[src/rtl/sfr_pkg.sv]
// sfr_pkg: shared state encoding, word geometry and helpers for the SPI flash
// read-data packer. Optional checksum build: define SFR_PACK_CHKSUM_EN.
package sfr_pkg;

    localparam int WORD_BYTES = 4;

    typedef enum logic [2:0] {
        ST_IDLE,
        ST_RUN,
        ST_FLUSH,
        ST_WAIT_LAST,
        ST_DONE
    } sfr_state_e;

    // Mode encodings already used by spi_flash_read; kept here for benches.
    typedef enum logic [1:0] {
        MODE_SINGLE = 2'b00,
        MODE_DUAL   = 2'b01,
        MODE_QUAD   = 2'b10
    } sfr_mode_e;

    typedef struct packed {
        logic [31:0] data;
        logic [3:0]  be;
        logic        last;
    } sfr_word_t;

    // Byte-enable of a closing word holding 'lane' bytes (0 -> empty word).
    function automatic logic [3:0] lane_mask(input logic [1:0] lane);
        case (lane)
            2'd0:    return 4'b0000;
            2'd1:    return 4'b0001;
            2'd2:    return 4'b0011;
            default: return 4'b0111;
        endcase
    endfunction

    // Closing word data: the first 'lane' buffered bytes, all other bytes zero.
    function automatic logic [31:0] close_data(input logic [23:0] bytes,
                                               input logic [1:0]  lane);
        logic [23:0] keep;
        case (lane)
            2'd0:    keep = 24'h000000;
            2'd1:    keep = 24'h0000FF;
            2'd2:    keep = 24'h00FFFF;
            default: keep = 24'hFFFFFF;
        endcase
        return {8'h00, bytes & keep};
    endfunction

endpackage

[src/rtl/sfr_out_reg.sv]
// sfr_out_reg: single-entry valid/ready holding register for packed words.
// Abort empties the slot at once; the caller only loads when the slot is free.
module sfr_out_reg
    import sfr_pkg::*;
(
    input  logic      clk,
    input  logic      rst_n,
    input  logic      load_i,
    input  sfr_word_t load_word_i,
    input  logic      abort_i,
    input  logic      ready_i,
    output logic      valid_o,
    output sfr_word_t word_o
);

    logic      valid_q;
    sfr_word_t word_q;

    // Abort wins, then a load (which may replace a departing word), then a plain accept empties the slot.
    always_ff @(posedge clk or negedge rst_n) begin
        // NOTE: state registers use non-blocking assignments so every flop samples pre-edge values.
        if (!rst_n) begin
            valid_q <= 1'b0;
            // NOTE: the payload is reset as well as valid, so data/byte_en/last all read 0 out of reset.
            word_q  <= '0;
        end else if (abort_i) begin
            valid_q <= 1'b0;
            word_q  <= '0;
        end else if (load_i) begin
            valid_q <= 1'b1;
            word_q  <= load_word_i;
        end else if (valid_q && ready_i) begin
            valid_q <= 1'b0;
        end
    end

    assign valid_o = valid_q;
    assign word_o  = word_q;

endmodule

[src/rtl/spi_flash_rd_packer.sv]
// spi_flash_rd_packer: drains the spi_flash_read byte FIFO, packs bytes
// little-endian into 32-bit words and closes each transfer with a tagged last
// word. Define SFR_PACK_CHKSUM_EN to add a running 16-bit byte sum on chksum.
module spi_flash_rd_packer
    import sfr_pkg::*;
#(
    parameter int CNT_W      = 32,
    parameter int WORD_BYTES = sfr_pkg::WORD_BYTES
) (
    input  logic             system_clk,
    input  logic             system_reset_n,
    input  logic             start_flag,
    input  logic             read_finish,
    input  logic             fifo_empty,
    output logic             fifo_rd_en,
    input  logic [7:0]       fifo_rd_data,
    output logic [31:0]      word_data,
    output logic [3:0]       word_byte_en,
    output logic             word_valid,
    input  logic             word_ready,
    output logic             word_last,
    output logic [CNT_W-1:0] byte_count,
    output logic             pack_done
`ifdef SFR_PACK_CHKSUM_EN
    ,
    output logic [15:0]      chksum
`endif
);

    if (WORD_BYTES != 4) begin : g_bad_word_bytes
        $error("spi_flash_rd_packer: WORD_BYTES must be 4");
    end

    sfr_state_e       state_q, state_d;
    logic             start_prev_q;
    logic [1:0]       lane_q, lane_d;
    logic             pend_q;
    logic             fin_q, fin_d;
    logic [23:0]      buf_q, buf_d;
    logic [CNT_W-1:0] cnt_q, cnt_d;

    logic      start_rise, out_free, byte_take;
    logic      load, abort;
    sfr_word_t load_word, out_word;

    assign start_rise = start_flag && !start_prev_q;
    assign out_free   = !word_valid || word_ready;
    // A byte returning in RUN while the transfer is still live gets packed.
    assign byte_take  = (state_q == ST_RUN) && start_flag && pend_q;

    // Never pop the word-completing byte unless the output slot frees this cycle.
    assign fifo_rd_en = (state_q == ST_RUN) && !fifo_empty && !pend_q &&
                        !(lane_q == 2'd3 && word_valid && !word_ready);

    // Next-state and packing decisions for the transfer FSM.
    always_comb begin
        // NOTE: every always_comb output gets a default first so no path infers a latch.
        state_d   = state_q;
        lane_d    = lane_q;
        fin_d     = fin_q;
        buf_d     = buf_q;
        cnt_d     = cnt_q;
        load      = 1'b0;
        load_word = '0;
        abort     = 1'b0;
        unique case (state_q)
            ST_IDLE: begin
                if (start_rise) begin
                    lane_d  = 2'd0;
                    fin_d   = 1'b0;
                    buf_d   = '0;
                    cnt_d   = '0;
                    state_d = ST_RUN;
                end
            end
            ST_RUN: begin
                if (!start_flag) begin
                    abort   = 1'b1;
                    state_d = ST_IDLE;
                end else begin
                    fin_d = fin_q | read_finish;
                    if (byte_take) begin
                        cnt_d  = cnt_q + CNT_W'(1);
                        lane_d = lane_q + 2'd1;
                        case (lane_q)
                            2'd0: buf_d[7:0]   = fifo_rd_data;
                            2'd1: buf_d[15:8]  = fifo_rd_data;
                            2'd2: buf_d[23:16] = fifo_rd_data;
                            default: begin
                                load           = 1'b1;
                                load_word.data = {fifo_rd_data, buf_q};
                                load_word.be   = 4'hF;
                                load_word.last = 1'b0;
                            end
                        endcase
                    end
                    // The byte returning this cycle is already counted above.
                    if (fin_d && fifo_empty) state_d = ST_FLUSH;
                end
            end
            ST_FLUSH: begin
                if (!start_flag) begin
                    abort   = 1'b1;
                    state_d = ST_IDLE;
                end else if (out_free) begin
                    load           = 1'b1;
                    load_word.data = close_data(buf_q, lane_q);
                    load_word.be   = lane_mask(lane_q);
                    load_word.last = 1'b1;
                    state_d        = ST_WAIT_LAST;
                end
            end
            ST_WAIT_LAST: begin
                if (!start_flag) begin
                    abort   = 1'b1;
                    state_d = ST_IDLE;
                end else if (word_valid && word_ready) begin
                    state_d = ST_DONE;
                end
            end
            ST_DONE: begin
                if (!start_flag) state_d = ST_IDLE;
            end
            default: state_d = ST_IDLE;
        endcase
    end

    // FSM state, packing buffer, counters and the one-deep pop tracker.
    always_ff @(posedge system_clk or negedge system_reset_n) begin
        if (!system_reset_n) begin
            state_q      <= ST_IDLE;
            start_prev_q <= 1'b0;
            lane_q       <= 2'd0;
            pend_q       <= 1'b0;
            fin_q        <= 1'b0;
            buf_q        <= '0;
            cnt_q        <= '0;
        end else begin
            state_q      <= state_d;
            start_prev_q <= start_flag;
            lane_q       <= lane_d;
            pend_q       <= fifo_rd_en;
            fin_q        <= fin_d;
            buf_q        <= buf_d;
            cnt_q        <= cnt_d;
        end
    end

    sfr_out_reg u_out_reg (
        .clk         (system_clk),
        .rst_n       (system_reset_n),
        .load_i      (load),
        .load_word_i (load_word),
        .abort_i     (abort),
        .ready_i     (word_ready),
        .valid_o     (word_valid),
        .word_o      (out_word)
    );

    assign word_data    = out_word.data;
    assign word_byte_en = out_word.be;
    assign word_last    = out_word.last;
    assign byte_count   = cnt_q;
    assign pack_done    = (state_q == ST_DONE);

`ifdef SFR_PACK_CHKSUM_EN
    logic [15:0] chk_q;

    // Running sum of packed bytes: cleared on start, untouched outside RUN.
    always_ff @(posedge system_clk or negedge system_reset_n) begin
        if (!system_reset_n) begin
            chk_q <= '0;
        end else if (state_q == ST_IDLE && start_rise) begin
            chk_q <= '0;
        end else if (byte_take) begin
            chk_q <= chk_q + {8'h00, fifo_rd_data};
        end
    end

    assign chksum = chk_q;
`endif

endmodule

[config.mk]
export PLATFORM = sky130hd
export DESIGN_NAME = spi_flash_rd_packer
export DESIGN_NICKNAME = d
export VERILOG_FILES = /design/src/rtl/sfr_pkg.sv /design/src/rtl/sfr_out_reg.sv /design/src/rtl/spi_flash_rd_packer.sv
export SDC_FILE = /design/constraint.sdc
export NUM_CORES = 1
export LEC_CHECK = 0
export CAP_MARGIN = 10
export CORE_AREA = 2 2 115 117
export CTS_CLUSTER_DIAMETER = 80
export DETAILED_ROUTE_END_ITERATION = 7
export DIE_AREA = 0 0 117 119
export GPL_TIMING_DRIVEN = 0
export PLACE_DENSITY_LB_ADDON = 0.3
export RECOVER_POWER = 25
export SYNTH_ARGS = -nofsm -noshare
export SYNTH_HDL_FRONTEND = slang
export SYNTH_HIERARCHICAL = 1
export SYNTH_SLANG_ARGS = --single-unit
[constraint.sdc]
create_clock -name system_clk -period 2.94 [get_ports system_clk]
set_clock_uncertainty 0.05 [all_clocks]
set_input_delay 0.294 -clock system_clk [delete_from_list [all_inputs] [get_ports system_clk]]
set_output_delay 0.294 -clock system_clk [all_outputs]
set_load 0.005 [all_outputs]
# Word-level counts from Yosys, hierarchy flattened
# Cells that the tools add are included.
[classes]
n_addsub = 2
eq_ne = 17
n_mux = 51
bitwise = 2
n_reduce_logical = 30
[ops]
columns = ["op", "count"]
rows = [
  ["37-bit 2-to-1 mux", 5],
  ["24-bit 2-to-1 mux", 6],
  ["32-bit 2-to-1 mux", 3],
  ["37-bit case mux with 2 select lines", 1],
  ["24-bit case mux with 3 select lines", 1],
  ["32-bit case mux with 2 select lines", 1],
  ["29-bit 2-to-1 mux", 2],
  ["24-bit case mux with 2 select lines", 1],
  ["32-bit by 1-bit adder with 32-bit output, second input constant", 1],
  ["24-bit AND", 1],
  ["3-bit 2-to-1 mux", 8],
  ["8-bit 2-to-1 mux", 3],
  ["5-bit AND reduction", 4],
  ["3-bit case mux with 5 select lines", 1],
  ["1-bit 2-to-1 mux", 12],
  ["1-bit logical AND", 10],
  ["3-bit case mux with 3 select lines", 1],
  ["2-bit inequality test, second input constant", 4],
  ["3-bit by 2-bit equality test with 1-bit output, second input constant", 2],
  ["1-bit zero test", 6],
  ["2-bit 2-to-1 mux", 3],
  ["2-bit by 1-bit inequality test with 1-bit output, second input constant", 3],
  ["3-bit inequality test, second input constant", 2],
  ["3-bit OR reduction", 2],
  ["other kinds (16)", 19],
]
[totals]
regBits = 102
word_cells = 115

# Longest topological paths before layout
# Gate-level depths: netlist of the first run.
[depth]
word_depth = 11
mapped_depth = 8

# Hierarchy
# Netlist of the first run, hierarchy kept.
[modules_own_cells]
columns = ["module", "instances", "cells_each", "area_per_inst_um2", "seq_area_each_um2"]
rows = [
  ["spi_flash_rd_packer", 1, 336, 3394.5, 1601.5],
  ["sfr_out_reg", 1, 123, 1551.5, 950.9],
]

# Worst setup path after synthesis of the first run
# No wires, ideal clock.
[synth_timing]
kind = "flip-flop to flip-flop"
startpoint = "register state_q[2]"
endpoint = "register u_out_reg.word_q (netlist bit u_out_reg/word_o[21])"
arrival_ns = 1.978
t_required_ns = 2.758
slack_ns = 0.780
path_stages_with_launch = 9
path_buffers = 3
synth_period_minus_slack_ns = 2.160
path_cell_list = "dfrtp_1 buf_2 or3b_2 or2_2 nand2_1 buf_6 buf_12 mux2i_1 nor2_1"
[synth_lines]
columns = ["item", "line", "text"]
rows = [
  ["from (decl)", "spi_flash_rd_packer.sv:34", "sfr_state_e state_q, state_d;"],
  ["from (signal assigned)", "spi_flash_rd_packer.sv:139", "state_q <= state_d;"],
  ["3-bit by 1-bit equality test with 1-bit output", "spi_flash_rd_packer.sv:49, spi_flash_rd_packer.sv:66", ""],
  ["1-bit logical AND (2 in a row)", "spi_flash_rd_packer.sv:49", "assign byte_take = (state_q == ST_RUN) && start_flag && pend_q;"],
  ["1-bit 2-to-1 mux", "spi_flash_rd_packer.sv:82", "if (byte_take) begin"],
  ["1-bit 2-to-1 mux", "spi_flash_rd_packer.sv:77", "if (!start_flag) begin"],
  ["1-bit case mux with 2 select lines (*)", "spi_flash_rd_packer.sv:66", "unique case (state_q)"],
  ["via load", "spi_flash_rd_packer.sv:43", "logic load, abort;"],
  ["2-bit nonzero test (no line) (*)", "n/a", ""],
  ["to (signal assigned)", "sfr_out_reg.sv:31", "word_q <= load_word_i;"],
  ["to (decl)", "sfr_out_reg.sv:17", "sfr_word_t word_q;"],
]
# The timed path passes the listed nets; every way through them passes the cells marked *. The select of a mux whose other input is x is not followed.
# A chain may end at the register's enable or synchronous reset.

# Final worst setup path of the first run
[layout_timing]
startpoint = "register state_q[2]"
endpoint = "output port fifo_rd_en"
[layout_between]
elab_chain_len = 4
[layout_rtl]
columns = ["item", "line", "text"]
rows = [
  ["3-bit by 1-bit equality test with 1-bit output", "spi_flash_rd_packer.sv:52", "assign fifo_rd_en = (state_q == ST_RUN) && !fifo_empty && !pend_q &&"],
  ["1-bit logical AND (3 in a row)", "spi_flash_rd_packer.sv:52", ""],
  ["to (decl)", "spi_flash_rd_packer.sv:15", "output logic fifo_rd_en,"],
]
# No other way between the ends.

==> results of run 1 <==
worst paths after layout:
kind                                                         end  slack [ps]                   start
worst min-delay path                       buf_q[14]$_DFFE_PN0P_         440   buf_q[14]$_DFFE_PN0P_
min in group asynchronous        u_out_reg/word_o[9]$_DFFE_PN0P_         910          system_reset_n
worst max register to register  u_out_reg/word_o[29]$_DFFE_PN0P_         510  state_q[2]$_DFFE_PN0P_
worst max-delay path                                  fifo_rd_en         140  state_q[2]$_DFFE_PN0P_
max in group asynchronous       u_out_reg/word_o[23]$_DFFE_PN0P_         530          system_reset_n
worst min register to register             buf_q[14]$_DFFE_PN0P_         440   buf_q[14]$_DFFE_PN0P_
synth_stat cells (all sizes together), types with 10 or more instances:
library cell / n
o21ai: 20
nor2: 42
or4: 14
nand2: 17
buf: 14
or3: 11
dfrtp: 102
and2: 38
a21oi: 27
o31ai: 14
a22o: 26
clkbuf: 10
inv: 10
mux2i: 40
area by class of cell:
| type | instances | area [µm²] |
|---|---|---|
| Fill cell | 1235 | 6521 |
| Sequential cell | 102 | 2552 |
| Multi-Input combinational cell | 323 | 2226 |
| Timing Repair Buffer | 87 | 865.8 |
| Clock buffer | 10 | 239.0 |
| Tap cell | 176 | 220.2 |
| Buffer | 24 | 148.9 |
| Clock inverter | 6 | 63.81 |
| Inverter | 10 | 37.54 |
per-layer routing:
metal,vias up,global-route usage
li1,1875,-
met1,1966,0.2579
met2,108,0.3002
met3,11,0.04071
met4,0,0.05221
met5,-,0
registers in the layout, indices dropped and copies added, names as in the netlist:
name	count
buf_q	24
byte_count	32
fin_q	1
lane_q	2
pend_q	1
start_prev_q	1
state_q	3
u_out_reg/valid_o	1
u_out_reg/word_o	37
through the flow:
step | power (µW) | cell area, µm² | worst slack [ps]
6_report | 3719 | 6354 | 143.2
5_1_grt | 3931 | 6354 | 44.10
4_1_cts | 3774 | 6374 | 96.27
3_5_place_dp | 2529 | 6042 | 54.71
3_3_place_gp | 2504 | 6017 | -2363
2_1_floorplan | 2237 | 4946 | 780.3
timing repair:
| action | CTS | global route |
|---|---|---|
| gates resized for setup | 3 | 0 |
| hold buffers | 1 | 0 |
| endpoints found under the setup margin | 1 | 0 |
| endpoints found under the hold margin | 33 | 0 |
| buffers inserted | 0 | 0 |
cells by family after synthesis:
| group | synth area share |
|---|---|
| buffers and inverters | 0.03769 |
| DFF | 0.5161 |
| muxes | 0.08323 |
| xor gates and xnor gates | 0.005313 |
| adders and majority gates | 0.01771 |
| AOI/OAI and AO/OA | 0.1414 |
| and+or+nand+nor | 0.1986 |
where the power goes:
| part | leakage, µW | total, µW | internal (µW) | switching, µW |
|---|---|---|---|---|
| combinational | 0.00109 | 873 | 365 | 508 |
| sequential | 0.00141 | 1640 | 1540 | 99.6 |
| clock | 0.000146 | 1210 | 622 | 585 |
| total | 0.00264 | 3720 | 2530 | 1190 |
==> results.py, run 1 <==
metrics = {
    "outcome": {
        "status": "finished, violations left",
        "violations": "capacitance limit, slew limit",
    },
    "placed_design": {
        "dpl.cell_count": 721,
        "gp_congestion": 0.7919,
        "port_buffers": 85,
        "dp_hpwl_um": 8595,
    },
    "worst_setup_path": {
        "required_ps": 2600,
        "end_kind": "primary output",
        "crit_type": "flop to primary output",
        "rr_worst_depth": 8,
        "crit_family": "buffers and inverters",
        "arrival_ps": 2450,
        "path_cells": "buf_2 > or3b_2 > a2111oi_4 > clkdlybuf4s50_1",
        "critPathMaxStageDelay_ps": 570,
        "critPathBufInv": 2,
        "cp_num_cells": 4,
        "start_kind": "flop",
        "slowest_stage": "clkdlybuf4s50_1",
        "crit_fanout": 10,
    },
    "global_route": {
        "grt_pass1_vias": 3984,
        "grt_use_total": 0.1879,
        "grt_overflow": 0,
        "grt_pass1_wl_um": 20410,
        "grt_antenna_before_repair": 0,
        "grt_max_degree": 70,
    },
    "drt": {
        "firstDrtPassIters": 4,
        "met2_length_um": 5944,
        "finalWirelength_um": 12270,
        "top_layer": "met4",
        "wl_met1_um": 5566,
        "avgRoutedWirePerCell_um": 16.62,
        "drt-initial-drc-count": 177,
        "drc_errors": 0,
        "ant_nets": 0,
        "vias": 3960,
        "met3WireLength_um": 614,
        "vias_per_cell": 5.366,
    },
    "cts": {
        "root_buffer": "clkbuf_16",
        "clock_sinks": 102,
        "htree_levels": 3,
        "clk_pin_slew_ps": 80,
        "numCtsBuffers": 9,
        "cts_tree": "done",
        "clk_path_buf_depth": 2,
        "clock_latency_ps": 360,
    },
    "pwr": {
        "ir_worst_vdd_mv": 0.2227,
        "p_leak_uw": 0.002644,
        "p_per_area_mw_per_mm2": 585.4,
    },
    "final_layout": {
        "final_common_cell": "dfrtp_1",
        "drive_above_1_share": 0.06940,
        "antenna_cells": 0,
        "final_cells": 738,
        "fin_util": 0.4935,
        "nNetsFinal": 578,
        "mostFrequentLayoutCells": "dfrtp_1, clkdlybuf4s50_1, nor2_1",
        "syn_to_final_growth_pct": 28.46,
    },
    "synthesis": {
        "synth_warnings": 6,
        "yosysTopAreaCellShare": 0.5161,
        "synthDistinctLibCells": 50,
        "syn_area_mm2": 0.004946,
        "ys_seq_area_frac": 0.5161,
        "avgSynthCellArea_um2": 10.78,
        "synthCells": 459,
        "synth_area_leader_cell": "dfrtp_1",
        "ys_dominant_reg_cell": "dfrtp_1",
        "synth.area.top_cells": "dfrtp_1, mux2i_1, and2_1, a22o_1, nor2_1",
        "synth_edf_count": 0,
        "async_flop_share": 1.000,
        "ys_seq_elements": 102,
        "synth_nets": 480,
    },
    "floorplanning": {
        "io-pin-count": 86,
        "die_h_um": 119,
        "core_mm2": 0.01287,
        "dieWidth_um": 117,
        "dieArea_mm2": 0.01392,
        "start_util": 0.3842,
        "row_count": 42,
    },
    "timing": {
        "worst_pin_slew_ps": 1800,
        "maxSlewViolCount": 35,
        "hold_viol_final": 0,
        "setup_viol": 0,
        "slew_headroom": -0.2001,
        "setup_tns_ps": 0,
        "min_period_over_period": 0.9513,
        "fin_crit_ps": 2797,
        "whs_ps": 442.8,
        "fmax_mhz": 357.5,
        "grt_setup_unrepaired": "no",
    },
    "flow_run": {
        "max-cap-violations": 1,
    },
    "worst_hold_path": {
        "worstHoldPathType": "flop to flop",
        "min_path_cells": 1,
    },
}
No activity file was read; power rests on OpenSTA's default activity.
==> run 2, diff against run 1 <==
Settings changed: CTS_BUF_LIST from default to sky130_fd_sc_hd__clkbuf_8, PLACE_DENSITY from default to 0.73, PLACE_DENSITY_LB_ADDON 0.3 to default.
==> results.py, run 2 (same netlist as run 1, synthesis figures left out) <==
metrics = {
    "outcome": {
        "status": "finished, final reports clean",
    },
    "worst_setup_path": {
        "crit_fanout": 10,
        "arrival_ps": 2390,
        "start_kind": "flop",
        "end_kind": "primary output",
        "required_ps": 2600,
        "crit_type": "flop to primary output",
    },
    "drt": {
        "avgRoutedWirePerCell_um": 16.82,
        "drt-initial-drc-count": 210,
        "firstDrtPassIters": 4,
        "top_layer": "met4",
        "ant_nets": 0,
        "vias": 3947,
        "drc_errors": 0,
        "wl_met1_um": 5470,
        "met3WireLength_um": 765,
        "finalWirelength_um": 12410,
        "met2_length_um": 5998,
        "vias_per_cell": 5.348,
    },
    "final_layout": {
        "mostFrequentLayoutCells": "dfrtp_1, clkdlybuf4s50_1, nor2_1",
        "antenna_cells": 0,
        "final_common_cell": "dfrtp_1",
        "fin_util": 0.4863,
        "drive_above_1_share": 0.07117,
        "nNetsFinal": 578,
        "largest_reg_flops": 37,
        "syn_to_final_growth_pct": 26.59,
    },
    "timing": {
        "min_period_over_period": 0.9301,
        "slew_headroom": 0.2117,
        "worst_pin_slew_ps": 1182,
        "fin_crit_ps": 2734,
        "maxSlewViolCount": 0,
        "hold_viol_final": 0,
        "setup_ws_ps": 205.6,
        "setup_viol": 0,
        "fmax_mhz": 365.7,
        "grt_setup_unrepaired": "no",
    },
    "flow_run": {
        "max-cap-violations": 0,
    },
    "cts": {
        "numCtsBuffers": 9,
        "root_buffer": "clkbuf_8",
        "clk_pin_slew_ps": 100,
        "clock_sinks": 102,
        "clock_latency_ps": 380,
        "htree_levels": 3,
        "clk_path_buf_depth": 2,
        "cts_tree": "done",
    },
    "global_route": {
        "grt_max_degree": 55,
        "grt_pass1_vias": 4009,
        "grt_antenna_before_repair": 0,
        "grt_pass1_wl_um": 20530,
        "grt_overflow": 0,
        "grt_use_total": 0.1869,
    },
    "placed_design": {
        "dp_hpwl_um": 8826,
        "post-place-ws_ps": 41.95,
        "port_buffers": 85,
        "gp_congestion": 0.8364,
    },
    "pwr": {
        "ir_worst_vdd_mv": 0.2808,
        "p_leak_uw": 0.002606,
        "p_per_area_mw_per_mm2": 553.1,
    },
    "floorplanning": {
        "start_util": 0.3842,
        "row_count": 42,
        "dieWidth_um": 117,
        "die_h_um": 119,
        "dieArea_mm2": 0.01392,
        "io-pin-count": 86,
        "core_mm2": 0.01287,
    },
    "worst_hold_path": {
        "worstHoldPathType": "flop to flop",
    },
}
==> run 2: per-stage QoR <==
stage	instances	cell area (µm²)	hold WS [ps]	TNS [ps]	total power (µW)
floorplan	459	4946	-51.59	0	2237
global placement	720	6017	425.4	-227840	2491
detailed placement	721	6042	307.1	0	2521
CTS	738	6284	431.7	0	3500
global route	738	6261	474.1	0	3645
finish	738	6261	449.4	0	3463
==> run 2: final timing paths <==
check | end | cells past startpoint | startpoint | slack, ps
setup / recovery | fifo_rd_en | 4 | state_q[2]$_DFFE_PN0P_ | 210
hold reg to reg | buf_q[12]$_DFFE_PN0P_ | 1 | buf_q[12]$_DFFE_PN0P_ | 450
setup reg to reg | u_out_reg/word_o[17]$_DFFE_PN0P_ | 8 | state_q[2]$_DFFE_PN0P_ | 520
max in group asynchronous | byte_count[3]$_DFFE_PN0P_ | 3 | system_reset_n | 750
hold / removal | buf_q[12]$_DFFE_PN0P_ | 1 | buf_q[12]$_DFFE_PN0P_ | 450
min in group asynchronous | u_out_reg/word_o[31]$_DFFE_PN0P_ | 2 | system_reset_n | 630
==> run 2: cell type report <==
cell class / count / area [µm²]
Multi-Input combinational cell: 323 / 2226
Sequential cell: 102 / 2552
Buffer: 24 / 148.9
Tap cell: 176 / 220.2
Timing Repair Buffer: 87 / 863.3
Clock inverter: 7 / 88.84
Clock buffer: 9 / 123.9
Fill cell: 1201 / 6614
Inverter: 10 / 37.54
==> run 2: metal layers <==
layer,track usage,vias up
met1,0.2493,1941
met5,0,-
met3,0.05445,14
met4,0.04485,0
li1,-,1873
met2,0.2999,119
==> run 2: repair_timing <==
action | 4_1_cts | 5_1_grt
pin swaps | 0 | 1
setup buffers | 0 | 0
endpoints found under the setup margin | 1 | 1
endpoints found under the hold margin | 48 | 0
cloned | 0 | 0
gates resized for setup | 3 | 0
hold buffers | 1 | 0
==> run 2: power breakdown <==
part	internal, µW	total, µW	switching (µW)
Combinational	359	869	509
Clock	416	952	536
Sequential	1540	1640	103
==> run 2: worst max-delay path: stages (launching register included) <==
cell,delay [ps]
dfrtp_1,390
buf_2,200
or3b_2,570
a2111oi_4,290
clkdlybuf4s50_1,570
